`src/rtl/register_write_queue.sv`:
```
// Register write decoder between the SPI slave and the voice engine.
// Global control writes are applied at once; parameter RAM writes are queued and drained on granted slots.
module register_write_queue #(
    parameter int FIFO_DEPTH = 8,
    parameter int ADDR_WIDTH = 10,
    parameter int NUM_VOICES = 32
) (
    input  logic                          i_Clock,
    input  logic                          i_Reset,
    input  logic                          i_RegisterWriteEnable,
    input  logic [15:0]                   i_RegisterWriteNumber,
    input  logic [15:0]                   i_RegisterWriteValue,
    input  logic                          i_WriteAllowed,
    output logic                          o_ParamWriteEnable,
    output logic [ADDR_WIDTH-1:0]         o_ParamAddress,
    output logic [15:0]                   o_ParamValue,
    output logic [NUM_VOICES-1:0]         o_NoteOnMask,
    output logic                          o_Overflow,
    output logic [$clog2(FIFO_DEPTH):0]   o_FifoLevel
);

    localparam int PTR_W = $clog2(FIFO_DEPTH);
    localparam int LVL_W = PTR_W + 1;

    localparam logic [15:0] REG_MASK_LO   = 16'h8000;
    localparam logic [15:0] REG_MASK_HI   = 16'h8001;
    localparam logic [15:0] REG_OVF_CLEAR = 16'h8002;

    typedef struct packed {
        logic [ADDR_WIDTH-1:0] addr;
        logic [15:0]           value;
    } entry_t;

    // Storage and state
    entry_t                mem_q [FIFO_DEPTH];
    logic [PTR_W-1:0]      wr_ptr_q, wr_ptr_d;
    logic [PTR_W-1:0]      rd_ptr_q, rd_ptr_d;
    logic [LVL_W-1:0]      level_q, level_d;
    logic                  enable_last_q;
    logic                  reset_block_q, reset_block_d;
    logic                  param_we_q;
    entry_t                param_q;
    logic [NUM_VOICES-1:0] mask_q, mask_d;
    logic                  overflow_q, overflow_d;

    // Decode and queue control
    logic                  accept;
    logic                  is_param;
    logic                  full;
    logic                  empty;
    logic                  pop;
    logic                  push;
    logic                  drop;
    logic [31:0]           mask_wide;

    // NOTE: every combinational output gets a default before any branch, so no path can infer a latch.
    always_comb begin
        // A strobe held over reset release stays blocked until enable has been seen low.
        accept        = i_RegisterWriteEnable && !enable_last_q && !reset_block_q;
        reset_block_d = reset_block_q && i_RegisterWriteEnable;
        is_param      = accept && !i_RegisterWriteNumber[15];

        full  = (level_q == LVL_W'(FIFO_DEPTH));
        empty = (level_q == '0);
        pop   = !empty && i_WriteAllowed;
        push  = is_param && (!full || pop);
        drop  = is_param && full && !pop;

        wr_ptr_d = wr_ptr_q;
        rd_ptr_d = rd_ptr_q;
        if (push) begin
            wr_ptr_d = wr_ptr_q + PTR_W'(1);
        end
        if (pop) begin
            rd_ptr_d = rd_ptr_q + PTR_W'(1);
        end
        level_d = level_q + LVL_W'(push) - LVL_W'(pop);

        // Mask halves are edited in a 32-bit view; voices beyond NUM_VOICES fall off on truncation.
        mask_wide = 32'(mask_q);
        if (accept && (i_RegisterWriteNumber == REG_MASK_LO)) begin
            mask_wide[15:0] = i_RegisterWriteValue;
        end
        if (accept && (i_RegisterWriteNumber == REG_MASK_HI)) begin
            mask_wide[31:16] = i_RegisterWriteValue;
        end
        mask_d = NUM_VOICES'(mask_wide);

        overflow_d = overflow_q;
        if (drop) begin
            overflow_d = 1'b1;
        end else if (accept && (i_RegisterWriteNumber == REG_OVF_CLEAR) && i_RegisterWriteValue[0]) begin
            overflow_d = 1'b0;
        end
    end

    // NOTE: sequential state uses non-blocking assignments so every flop samples pre-edge values.
    always_ff @(posedge i_Clock or posedge i_Reset) begin
        if (i_Reset) begin
            wr_ptr_q      <= '0;
            rd_ptr_q      <= '0;
            level_q       <= '0;
            enable_last_q <= 1'b0;
            reset_block_q <= 1'b1;
            param_we_q    <= 1'b0;
            param_q       <= '0;
            mask_q        <= '0;
            overflow_q    <= 1'b0;
        end else begin
            wr_ptr_q      <= wr_ptr_d;
            rd_ptr_q      <= rd_ptr_d;
            level_q       <= level_d;
            enable_last_q <= i_RegisterWriteEnable;
            reset_block_q <= reset_block_d;
            param_we_q    <= pop;
            mask_q        <= mask_d;
            overflow_q    <= overflow_d;
            if (pop) begin
                param_q <= mem_q[rd_ptr_q];
            end
        end
    end

    // NOTE: queue storage has no reset; the level and pointers alone define which entries are valid.
    always_ff @(posedge i_Clock) begin
        if (push) begin
            mem_q[wr_ptr_q] <= '{addr:  i_RegisterWriteNumber[ADDR_WIDTH-1:0],
                                 value: i_RegisterWriteValue};
        end
    end

    assign o_ParamWriteEnable = param_we_q;
    assign o_ParamAddress     = param_q.addr;
    assign o_ParamValue       = param_q.value;
    assign o_NoteOnMask       = mask_q;
    assign o_Overflow         = overflow_q;
    assign o_FifoLevel        = level_q;

endmodule

```
`config.mk`:
```
export PLATFORM = sky130hd
export DESIGN_NAME = register_write_queue
export DESIGN_NICKNAME = d
export VERILOG_FILES = /design/src/rtl/register_write_queue.sv
export SDC_FILE = /design/constraint.sdc
export NUM_CORES = 1
export LEC_CHECK = 0
export ABC_AREA = 1
export ABC_CLOCK_PERIOD_IN_PS = 3400
export BUFFER_PORTS_ARGS = -buffer_cell sky130_fd_sc_hd__buf_4
export CAP_MARGIN = 40
export CORE_AREA = 2 2 202 164
export DETAILED_ROUTE_END_ITERATION = 16
export DIE_AREA = 0 0 204 166
export GPL_TIMING_DRIVEN = 0
export SYNTH_ARGS = -nofsm -noshare
export SYNTH_HDL_FRONTEND = slang
export SYNTH_SLANG_ARGS = --single-unit
```
`constraint.sdc`:
```
create_clock -name i_Clock -period 3.4 [get_ports i_Clock]
set_input_delay 0.68 -clock i_Clock [delete_from_list [all_inputs] [get_ports i_Clock]]
set_output_delay 0.68 -clock i_Clock [all_outputs]
set_load 0.005 [all_outputs]
```
After elaboration in Yosys (flattened, before gate mapping)
Memory sizes are Yosys's and may differ from the RTL's. A register that Yosys moved wholly into a read port is not among the register bits.
Cells that the tools add are included.

storage, ports and cells
  output and inout bits = 64
  register bits = 46
  memory bits (writable) = 208
  word-level logic and storage cells = 43
  memories = 1
  input port bits = 36

memory list
  name   depth  bits a word  read ports  clocked after memory_dff  write ports  RTL line  RTL
  mem_q  8      26           1           1                         1            35        entry_t mem_q [FIFO_DEPTH];

cells by class
  add/sub/neg operators = 4
  equal/unequal tests = 4
  reduce and logical (&&, ||, !) cells = 21
  muxes and demuxes = 4

operator list
  kind                                          count
  equality test 16 bit (second input constant)  3
  logical AND 1 bit                             12
  adder 3 x 1 -> 3 bit (second input constant)  2
  zero test 1 bit                               6
  adder 4 x 1 -> 4 bit                          1
  equality test 4 bit (second input constant)   1
  zero test 4 bit                               1
  two-way mux 1 bit                             4
  subtractor 4 x 1 -> 4 bit                     1
  nonzero test 2 bit                            1
  logical OR 1 bit                              1

Longest topological paths before layout
Gate-level depths: netlist of run 1.

  depth after elaboration = 7
  mapped depth = 12
  gate-level depth less buffers = 11

Worst setup path after synthesis of run 1
Ideal clock, no wire load.

  path type = input to register
  start point = in i_RegisterWriteEnable
  end point = mem mem_q[0][0] (netlist bit), enable pin
  arrival time = 2.373 ns
  required time = 2.991 ns
  stages on the path = 6
  path buffers = 0
  path slack = 0.618 ns
  library setup time = 0.409 ns
  path through = inv_1 > nor2_1 > nand2_1 > nor2_2 > nand3b_1 > nor2_1

between the ends
  longest elaborated chain between the ends = 6

RTL lines
  element                                  RTL line  RTL
  start, declared                          10        input logic i_RegisterWriteEnable,
  logical AND 1 bit (2 in series)          59        accept = i_RegisterWriteEnable && !enable_last_q && !reset_block_q;
  logical AND 1 bit                        61        is_param = accept && !i_RegisterWriteNumber[15];
  logical AND 1 bit                        66        push = is_param && (!full || pop);
  two-way mux 1 bit                        126       if (push) begin
  two-way mux 1 bit (not written as such)  127       mem_q[wr_ptr_q] <= '{addr: i_RegisterWriteNumber[ADDR_WIDTH-1:0],
  end, declared                            35

Every way passes these cells.

Worst setup path in the final report of run 1
  start point = reg level_q[2], in the netlist o_FifoLevel[2]
  end point = mem mem_q[2][11] (netlist bit), enable pin

between the ends
  longest elaborated chain between the ends = 7
  elaborated cells between the ends (all ways) = 9
  classes of those cells = eq/ne (1); mux (2); reduce/logical (6)

RTL lines
  element                                    RTL line  RTL
  start, declared                            38        logic [LVL_W-1:0] level_q, level_d;
  start signal, assigned                     112       level_q <= level_d;
  zero test 4 bit                            64        empty = (level_q == '0);
  zero test 1 bit                            65        pop = !empty && i_WriteAllowed;
  logical AND 1 bit                          65
  logical OR 1 bit *                         66
  logical AND 1 bit *                        66
  two-way mux 1 bit *                        126
  two-way mux 1 bit (not written as such) *  127

Every way passes the cells marked *; elsewhere a longest branch is shown, timed or not.

==> results of run 1 <==
## worst register-to-register path, delay by kind of cell, from the launching register on
family | cells | cell delay, ns
adder cells (fa/ha/maj) | 1 | 0.19
buffers and inverters | 2 | 0.30
flip-flops | 1 | 0.35
AND/OR/NAND/NOR | 5 | 1.52
## worst paths after layout
path | to | cells after the start | from
max | mem_q[2][11] | 8 | o_FifoLevel[2]
min | o_NoteOnMask[31] | 2 | i_Reset
max reg2reg | mem_q[2][11] | 8 | o_FifoLevel[2]
min reg2reg | reset_block_q | 2 | reset_block_q
max in group asynchronous | reset_block_q | 3 | i_Reset
min in group i_Clock | enable_last_q | 1 | i_RegisterWriteEnable
## stage by stage
step	setup TNS (ns)	cells	setup slack [ns]	instance area [um2]
floorplan	0	1165	0.6179	11930
global placement	-177.08	1691	-0.8316	13210
detailed placement	0	1700	0.5545	13520
CTS	0	1753	0.6902	14500
global route	0	1753	0.6057	14500
finish	0	1753	0.7313	14500
## where the power goes
part | internal, mW | switching, mW | total, mW
logic | 1.11 | 2.16 | 3.27
registers | 3.99 | 0.157 | 4.15
clock network | 1.94 | 1.34 | 3.28
total | 7.04 | 3.66 | 10.7
## state kept, by name (all words and copies together) (netlist names)
register and cells:
enable_last_q 1, mem_q 208, o_FifoLevel 4, o_NoteOnMask 32
o_Overflow 1, o_ParamAddress 10, o_ParamValue 16, o_ParamWriteEnable 1
rd_ptr_q 3, reset_block_q 1, wr_ptr_q 3
## placed cells by master (no fill, tap or decap), types with 2 or more instances in the layout
cell type / instances
buf_4: 110
nand2_1: 402
clkbuf_16: 29
xnor2_1: 2
clkbuf_1: 12
clkinv_2: 8
nand3_4: 2
nor2_2: 3
edfxtp_1: 208
inv_1: 174
clkbuf_8: 3
ha_1: 7
inv_6: 2
buf_1: 5
inv_2: 4
nand4_1: 33
nor2_1: 11
clkinv_1: 2
dfrtp_1: 71
xor2_1: 3
buf_2: 30
buf_6: 2
nor2_4: 11
buf_16: 9
nand3_1: 168
bufinv_16: 4
## layout make-up
type | count | area share [%]
timing repair buffer | 108 | 6.833
tap | 427 | 3.684
buffer | 56 | 2.097
clock buffer | 36 | 5.393
clock inverter | 17 | 1.363
inverter | 180 | 4.676
sequential | 280 | 55.50
multi-input combinational | 649 | 20.45
## cells by family (layout without fill, tap and decap cells)
| group | Yosys count | in the layout | share of synthesized area, % |
|---|---|---|---|
| AOI/OAI and AO/OA | 2 | 2 | 0.08379 |
| xor gates and xnor gates | 5 | 5 | 0.3670 |
| adders and majority gates | 8 | 8 | 0.9016 |
| buffers and inverters | 236 | 397 | 8.209 |
| DFF | 280 | 280 | 67.45 |
| and+or+nand+nor | 634 | 634 | 22.99 |
## metal layers
metal,GRT usage [%],vias up,part of all wire (%)
met2,28.20,314,43
li1,-,4050,-
met5,0,-,0
met4,4.505,0,2.2
met1,28.34,4028,46
met3,3.670,50,8.3
==> impl_metrics.tcl, run 1 <==
set metrics [dict create \
    synthDominantCellAreaShare_pct 52.34 \
    post-route-min-period_ns 2.669 \
    die_w_um 204 \
    synth_commonest_cells "nand2_1 (402), edfxtp_1 (208), inv_1 (175)" \
    root_buffer "clkbuf_16" \
    cts_made_buffers 29 \
    post-route-util_pct 45.26 \
    post-route-period-util_pct 78.49 \
    routedWlPerCell_um 18.19 \
    tightest_slew_ns 0.7519 \
    via_per_inst 4.816 \
    clock_sinks 280 \
    clockBufferDepth 3 \
    core_area_um2 32040 \
    rsz0062_at_grt "no" \
    clkSlewWorstSetupHoldPaths_ns 0.07 \
    portBuffers 99 \
    cts_resized 0 \
    required_ns 3.65 \
    clk_latency_ns 0.55 \
    power.total_mw 10.70 \
    crit_path_start_kind "flop" \
    drtIter0Drc 844 \
    cap_violations 0 \
    start_util_pct 37.25 \
    area_delta_synth_final_pct 21.51 \
    crit_fanout 15 \
    ys.warnings.count 0 \
    grt-ovfl-total 0 \
    fin_skew_ns 0.009275 \
    syn_avg_cell_area_um2 10.24 \
    ys_async_sr_fraction_pct 25.71 \
    hold_class "in2async" \
    r2r_slack_ns 0.73 \
    detailed_place_hpwl_um 21200 \
    rows 59 \
    grt_pass1_vias 8112 \
    antenna_found_initial 0 \
    relSlewSlack_pct 49.87 \
    crit_top_cell "nand2_1" \
    path_class "reg2reg" \
    cp_num_buf_inv 2 \
    yosysTopAreaCell "edfxtp_1" \
    ys.flop_type "edfxtp_1" \
    hold_ws_ns 0.09241 \
    outcome "complete, no violations" \
    antennaDiodeCount 0 \
    grt_pass1_wl_um 48510 \
    nets 1348 \
    gp_congestion 0.8087 \
    multi_input_area_um2 2965 \
    grt_max_degree 53 \
    ys_ff_latch 280 \
    setup_viol 0 \
    grtUsageTotal_pct 18.87 \
    finalHoldViolations 0 \
    drive_gt1_share_pct 16.82 \
    syn_inst 1165 \
    fmax_mhz 374.7 \
    vias 8442 \
    synth_area_um2 11930 \
    ys_types 28 \
    die_height_um 166 \
    synth.area.top_cells "edfxtp_1 (52%), dfrtp_1 (15%), nand2_1 (13%)" \
    die-area_um2 33860 \
    p_leak_nw 6.604 \
    cp_top_family "simple AND/OR/NAND/NOR gates" \
    slowest_delay_ns 0.59 \
    yosysMostFrequentCell "nand2_1" \
    ys_seq_area_share_pct 67.45 \
    ios 100 \
    syn-num-nets 1209 \
    post_cts_buffers 0 \
    drc_errors 0 \
    slew_violations 0 \
    fillers 2965 \
    endpoint_kind "flop" \
    synth_edf_count 208 \
    worstPathArrival_ns 2.92 \
    tritoncts "done" \
    crit_chain "inv_1, ha_1, nand2_1, nand2_1, nand3_1, nand3b_1, nor2_4, buf_16" \
    ctsHtreeMaxLevel 1 \
    final-seq-area_um2 8049 \
    max-vdd-ir-drop_mv 0.4979 \
    cp_slowest_cell "nor2_4" \
    wl_um 31900 \
    drtPass1Iterations 5 \
    antenna_left 0 \
    cts_hold_buffers 0 \
    p_per_area_nw_per_um2 737.7 \
]
(Power assumes the default switching activity.)
==> inputs of run 2 (changes only) <==
--- a/config.mk
+++ b/config.mk
@@ -5,13 +5,13 @@
 export SDC_FILE = /design/constraint.sdc
 export NUM_CORES = 1
 export LEC_CHECK = 0
-export ABC_AREA = 1
-export ABC_CLOCK_PERIOD_IN_PS = 3400
+export ABC_AREA = 0
+export ABC_CLOCK_PERIOD_IN_PS = 2140
 export BUFFER_PORTS_ARGS = -buffer_cell sky130_fd_sc_hd__buf_4
 export CAP_MARGIN = 40
-export CORE_AREA = 2 2 202 164
+export CORE_AREA = 2 2 191 156
 export DETAILED_ROUTE_END_ITERATION = 16
-export DIE_AREA = 0 0 204 166
+export DIE_AREA = 0 0 193 158
 export GPL_TIMING_DRIVEN = 0
 export SYNTH_ARGS = -nofsm -noshare
 export SYNTH_HDL_FRONTEND = slang
==> constraint.sdc (replaced) <==
create_clock -name i_Clock -period 2.14 [get_ports i_Clock]
set_input_delay 0.428 -clock i_Clock [delete_from_list [all_inputs] [get_ports i_Clock]]
set_output_delay 0.428 -clock i_Clock [all_outputs]
set_load 0.005 [all_outputs]
==> impl_metrics.tcl, run 2 <==
set metrics [dict create \
    core_area_um2 28730 \
    root_buffer "clkbuf_16" \
    vias 5623 \
    portBuffers 99 \
    hold_class "in2reg" \
    grt_use_met1_pct 22.63 \
    ys_types 35 \
    start_util_pct 37.40 \
    ctsHtreeMaxLevel 1 \
    ys.warnings.count 0 \
    tns_ns 0 \
    crit_top_cell "inv_1" \
    die_w_um 193 \
    seq_power_share_pct 43.2 \
    drc_errors 0 \
    grt_pass1_vias 5840 \
    syn_avg_cell_area_um2 20.23 \
    rsz0062_at_grt "yes" \
    cp_slowest_cell "fa_2" \
    p_sw_mw 4.324 \
    tightest_slew_ns 0.6693 \
    synth_area_um2 10740 \
    p_per_area_nw_per_um2 1139 \
    tritoncts "done" \
    synth.area.top_cells "edfxtp_1 (58%), dfrtp_1 (17%), mux4_2 (11%)" \
    area_delta_synth_final_pct 26.91 \
    slowest_delay_ns 0.53 \
    drive_gt1_share_pct 43.45 \
    combPwrFrac_pct 25.9 \
    gp_congestion 0.7473 \
    synth_commonest_cells "edfxtp_1 (208), dfrtp_1 (71), mux4_2 (52)" \
    clockBufferDepth 3 \
    crit_fanout 5 \
    slew_violations 0 \
    sw_frac_of_total_pct 27.84 \
    crit_path_start_kind "flop" \
    antenna_left 0 \
    via_per_inst 5.103 \
    antenna_found_initial 0 \
    final_common_cell "edfxtp_1" \
    required_ns 2.57 \
    endpoint_kind "flop" \
    synthDominantCellAreaShare_pct 58.13 \
    grt-ovfl-total 0 \
    placed_cells 1021 \
    ys.flop_type "edfxtp_1" \
    ys_seq_area_share_pct 74.92 \
    p_leak_nw 5.106 \
    die-area_um2 30490 \
    path_class "reg2reg" \
    grtUsageTotal_pct 16.24 \
    layout_common_cells "edfxtp_1 (208), buf_4 (120), dfrtp_1 (70)" \
    worstPathArrival_ns 2.56 \
    stdcell_count 1102 \
    use_met3_pct 2.505 \
    p_int_mw 11.21 \
    wl_um 24550 \
    grt_util_met2_pct 26.90 \
    setup_viol 0 \
    top_register "mem_q" \
    cts_made_buffers 28 \
    largest_reg_flops 208 \
    fmax_mhz 469.3 \
    cp_num_buf_inv 3 \
    routedWlPerCell_um 22.28 \
    syn_inst 531 \
    ios 100 \
    clk_latency_ns 0.54 \
    clockPowerShare_pct 30.9 \
    clkSlewWorstSetupHoldPaths_ns 0.06 \
    drtIter0Drc 466 \
    nets 747 \
    rows 56 \
    yosysMostFrequentCell "edfxtp_1" \
    die_height_um 158 \
    drtPass1Iterations 4 \
    grt_pass1_wl_um 36210 \
    post-route-min-period_ns 2.131 \
    antennaDiodeCount 0 \
    r2r_slack_ns 0.009 \
    ys_async_sr_fraction_pct 25.71 \
    max-vdd-ir-drop_mv 0.7581 \
    fin_skew_ns 0.006328 \
    ys_ff_latch 280 \
    outcome "complete, no violations" \
    relSlewSlack_pct 55.38 \
    post-route-period-util_pct 99.56 \
    power.total_mw 15.53 \
    clock_sinks 280 \
    syn-num-nets 575 \
    yosysTopAreaCell "edfxtp_1" \
    synth_edf_count 208 \
    detailed_place_hpwl_um 15780 \
    finalHoldViolations 0 \
    crit_chain "nor3b_4, nor2b_4, buf_4, nand3_1, nand2_1, ha_1, inv_1, fa_2, inv_1" \
    grt_max_degree 32 \
    grt_busiest_layer "met2" \
    cp_top_family "adder cells" \
    cap_violations 0 \
]
==> run 2: timing repair <==
action,4_1_cts,5_1_grt
hold buffers,1,0
hold endpoints to repair,20,0
pin swaps,10,6
buffers inserted,18,9
gates resized for setup,15,16
gates cloned,0,2
endpoints found under the setup margin,235,212
==> run 2: final cells by class <==
type	instances	area, um2
Multi-Input combinational cell	218	2656
Tap cell	377	471.7
Fill cell	2420	15090
Clock buffer	36	782.0
Clock inverter	16	130.1
Buffer	22	155.1
Timing Repair Buffer	143	1336
Sequential cell	280	8050
Inverter	10	53.80
==> run 2: metal layers <==
| metal | vias up | part of all wire (%) |
|---|---|---|
| met5 | - | 0 |
| met1 | 2962 | 45 |
| met2 | 179 | 48 |
| met3 | 46 | 5.2 |
| li1 | 2436 | - |
| met4 | 0 | 2.3 |
==> run 2: cells by family (layout without fill, tap and decap cells) <==
| family | count (synthesis) | count (layout) | share of synthesized area [%] |
|---|---|---|---|
| XOR/XNOR | 6 | 6 | 0.4891 |
| AND/OR/NAND/NOR | 58 | 58 | 2.830 |
| multiplexers | 111 | 111 | 17.48 |
| AO/OA/AOI/OAI | 35 | 35 | 1.805 |
| flip-flops | 280 | 280 | 74.92 |
| adder cells (fa/ha/maj) | 8 | 8 | 1.001 |
| buffers and inverters | 33 | 227 | 1.479 |
==> run 2: worst reg2reg max path: stages, from the launching register on <==
cell,delay (ns)
dfrtp_1,0.39
nor3b_4,0.21
nor2b_4,0.30
buf_4,0.18
nand3_1,0.08
nand2_1,0.09
ha_1,0.16
inv_1,0.06
fa_2,0.53
inv_1,0.04
==> run 2: worst paths after layout <==
path	to	cells after the start	startpoint
max in group asynchronous	reset_block_q	4	i_Reset
worst max register to register	o_FifoLevel[1]	9	enable_last_q
min in group asynchronous	o_NoteOnMask[2]	3	i_Reset
worst min-delay path	enable_last_q	1	i_RegisterWriteEnable
worst min register to register	o_ParamAddress[2]	2	o_ParamAddress[2]
worst max-delay path	o_FifoLevel[1]	9	enable_last_q
==> run 2: power by group through the flow <==
| stage | clock network, mW | registers [mW] | logic (mW) |
|---|---|---|---|
| 2_1_floorplan | 0 | 6.75 | 2.38 |
| 3_3_place_gp | 0 | 6.77 | 3.70 |
| 3_5_place_dp | 0 | 6.81 | 3.90 |
| 4_1_cts | 4.90 | 6.70 | 4.00 |
| 5_1_grt | 5.13 | 6.76 | 4.38 |
| 6_report | 4.79 | 6.71 | 4.02 |
==> run 2: stage by stage <==
step | instance area, um2 | utilization [%] | setup WS [ns] | hold slack, ns
2_1_floorplan | 10800 | - | -0.2083 | 0.4594
3_3_place_gp | 12020 | 41.83 | -1.242 | 0.4675
3_5_place_dp | 12310 | 42.86 | -0.8561 | 0.4730
4_1_cts | 13480 | 46.91 | 0.004376 | 0.001414
5_1_grt | 13640 | 47.47 | -0.06446 | 0.007865
6_report | 13640 | 47.47 | 0.009366 | 0.02486
==> inputs of run 3 (changes only) <==
--- a/config.mk
+++ b/config.mk
@@ -12,7 +12,6 @@
 export CORE_AREA = 2 2 191 156
 export DETAILED_ROUTE_END_ITERATION = 16
 export DIE_AREA = 0 0 193 158
-export GPL_TIMING_DRIVEN = 0
 export SYNTH_ARGS = -nofsm -noshare
 export SYNTH_HDL_FRONTEND = slang
 export SYNTH_SLANG_ARGS = --single-unit
==> impl_metrics.tcl, run 3 (synthesis gave the netlist of run 2 again) <==
set metrics [dict create \
    grt_pass1_wl_um 34260 \
    antenna_left 0 \
    die-area_um2 30490 \
    hold_class "in2async" \
    fin_skew_ns 0.008037 \
    worstPathArrival_ns 2.44 \
    clock_sinks 280 \
    required_ns 2.56 \
    combPwrFrac_pct 24.3 \
    rows 56 \
    area_delta_synth_final_pct 24.44 \
    ios 100 \
    gp_congestion 0.7214 \
    portBuffers 99 \
    post-route-min-period_ns 2.019 \
    sw_frac_of_total_pct 26.74 \
    p_sw_mw 4.052 \
    clk_latency_ns 0.53 \
    hold_ws_ns -0.003035 \
    path_class "reg2reg" \
    routedWlPerCell_um 20.57 \
    drive_gt1_share_pct 42.07 \
    antenna_found_initial 1 \
    drtIter0Drc 304 \
    top_register "mem_q" \
    p_leak_nw 4.985 \
    vias 5333 \
    ctsHtreeMaxLevel 1 \
    seq_power_share_pct 44.6 \
    clockPowerShare_pct 31.1 \
    relSlewSlack_pct 62.53 \
    fillers 2453 \
    max-vdd-ir-drop_mv 0.7449 \
    root_buffer "clkbuf_16" \
    tightest_slew_ns 0.5570 \
    p_per_area_nw_per_um2 1133 \
    grtUsageTotal_pct 15.20 \
    slew_violations 0 \
    grt-ovfl-total 0 \
    r2r_slack_ns 0.12 \
    setup_viol 0 \
    antennaDiodeCount 0 \
    die_w_um 193 \
    violations "hold timing" \
    post-route-period-util_pct 94.35 \
    drtPass1Iterations 4 \
    p_int_mw 11.10 \
    grt_max_degree 73 \
    endpoint_kind "flop" \
    drc_errors 0 \
    tritoncts "done" \
    multi_input_area_um2 2626 \
    crit_path_start_kind "flop" \
    clkSlewWorstSetupHoldPaths_ns 0.06 \
    core_area_um2 28730 \
    wl_um 22280 \
    via_per_inst 4.924 \
    cts_made_buffers 28 \
    start_util_pct 37.40 \
    fmax_mhz 495.3 \
    final_common_cell "edfxtp_1" \
    crit_fanout 7 \
    grt_pass1_vias 5750 \
    clockBufferDepth 3 \
    cap_violations 0 \
    final-seq-area_um2 8055 \
    nets 728 \
    outcome "complete, but fails checks" \
    post-route-util_pct 46.54 \
    detailed_place_hpwl_um 13620 \
    power.total_mw 15.15 \
    layout_common_cells "edfxtp_1 (208), buf_4 (132), dfrtp_1 (68)" \
    finalHoldViolations 2 \
    die_height_um 158 \
    largest_reg_flops 208 \
]
-- run 3: critical path, stage by stage (launching register included) --
cell,delay (ns)
dfrtp_1,0.37
nor3b_2,0.23
buf_4,0.15
nor2b_4,0.22
nand3_1,0.10
nand2_1,0.08
ha_1,0.17
inv_1,0.07
fa_1,0.40
xnor2_1,0.13
-- run 3: worst paths after layout --
| check | from | end | cells past startpoint |
|---|---|---|---|
| max in group asynchronous | i_Reset | rd_ptr_q[0] | 3 |
| max | enable_last_q | o_FifoLevel[2] | 9 |
| min in group i_Clock | i_RegisterWriteEnable | enable_last_q | 1 |
| min reg2reg | o_ParamAddress[4] | o_ParamAddress[4] | 2 |
| max reg2reg | enable_last_q | o_FifoLevel[2] | 9 |
| min | i_Reset | o_NoteOnMask[18] | 3 |
-- run 3: cell type report --
type                       instances  area share [%]
clock buffer                      39           6.017
clock inverter                    13          0.7112
inverter                          10          0.3462
multi-input combinational        218           19.64
sequential                       280           60.25
tap                              377           3.528
timing repair buffer             146           9.508
-- run 3: repair_timing --
action,in CTS,in global routing
setup endpoints to repair,124,63
setup buffers,0,1
resized for setup,1,2
hold buffers,0,0
-- run 3: stage by stage --
stage                     hold slack [ns]  std cells  setup TNS [ns]  instance area [um2]  setup WS [ns]
after global placement             0.4655       1030          -34.04                12450        -0.2053
after floorplan                    0.4594        531          -40.19                10800        -0.2083
after global routing             0.004426       1083     -0.00003575                13370    -0.00003575
after detailed placement           0.4737       1030          -38.26                12450        -0.2885
final                           -0.003035       1083               0                13370         0.1209
after CTS                        0.006595       1082               0                13350        0.02526
-- run 3: routing by layer --
layer,vias to the layer above,routed length (um),track usage (%)
met5,-,10,0
met4,2,359,3.030
met3,32,1065,2.594
met2,130,10460,24.32
met1,2756,10390,22.10
li1,2413,-,-
-- run 3: power by group through the flow --
| stage | clock network, mW | registers, mW | logic [mW] |
|---|---|---|---|
| floorplan | 0 | 6.75 | 2.38 |
| global placement | 0 | 6.86 | 3.70 |
| detailed placement | 0 | 6.87 | 3.77 |
| CTS | 4.84 | 6.77 | 3.79 |
| global route | 5.09 | 6.84 | 4.05 |
| finish | 4.72 | 6.75 | 3.68 |
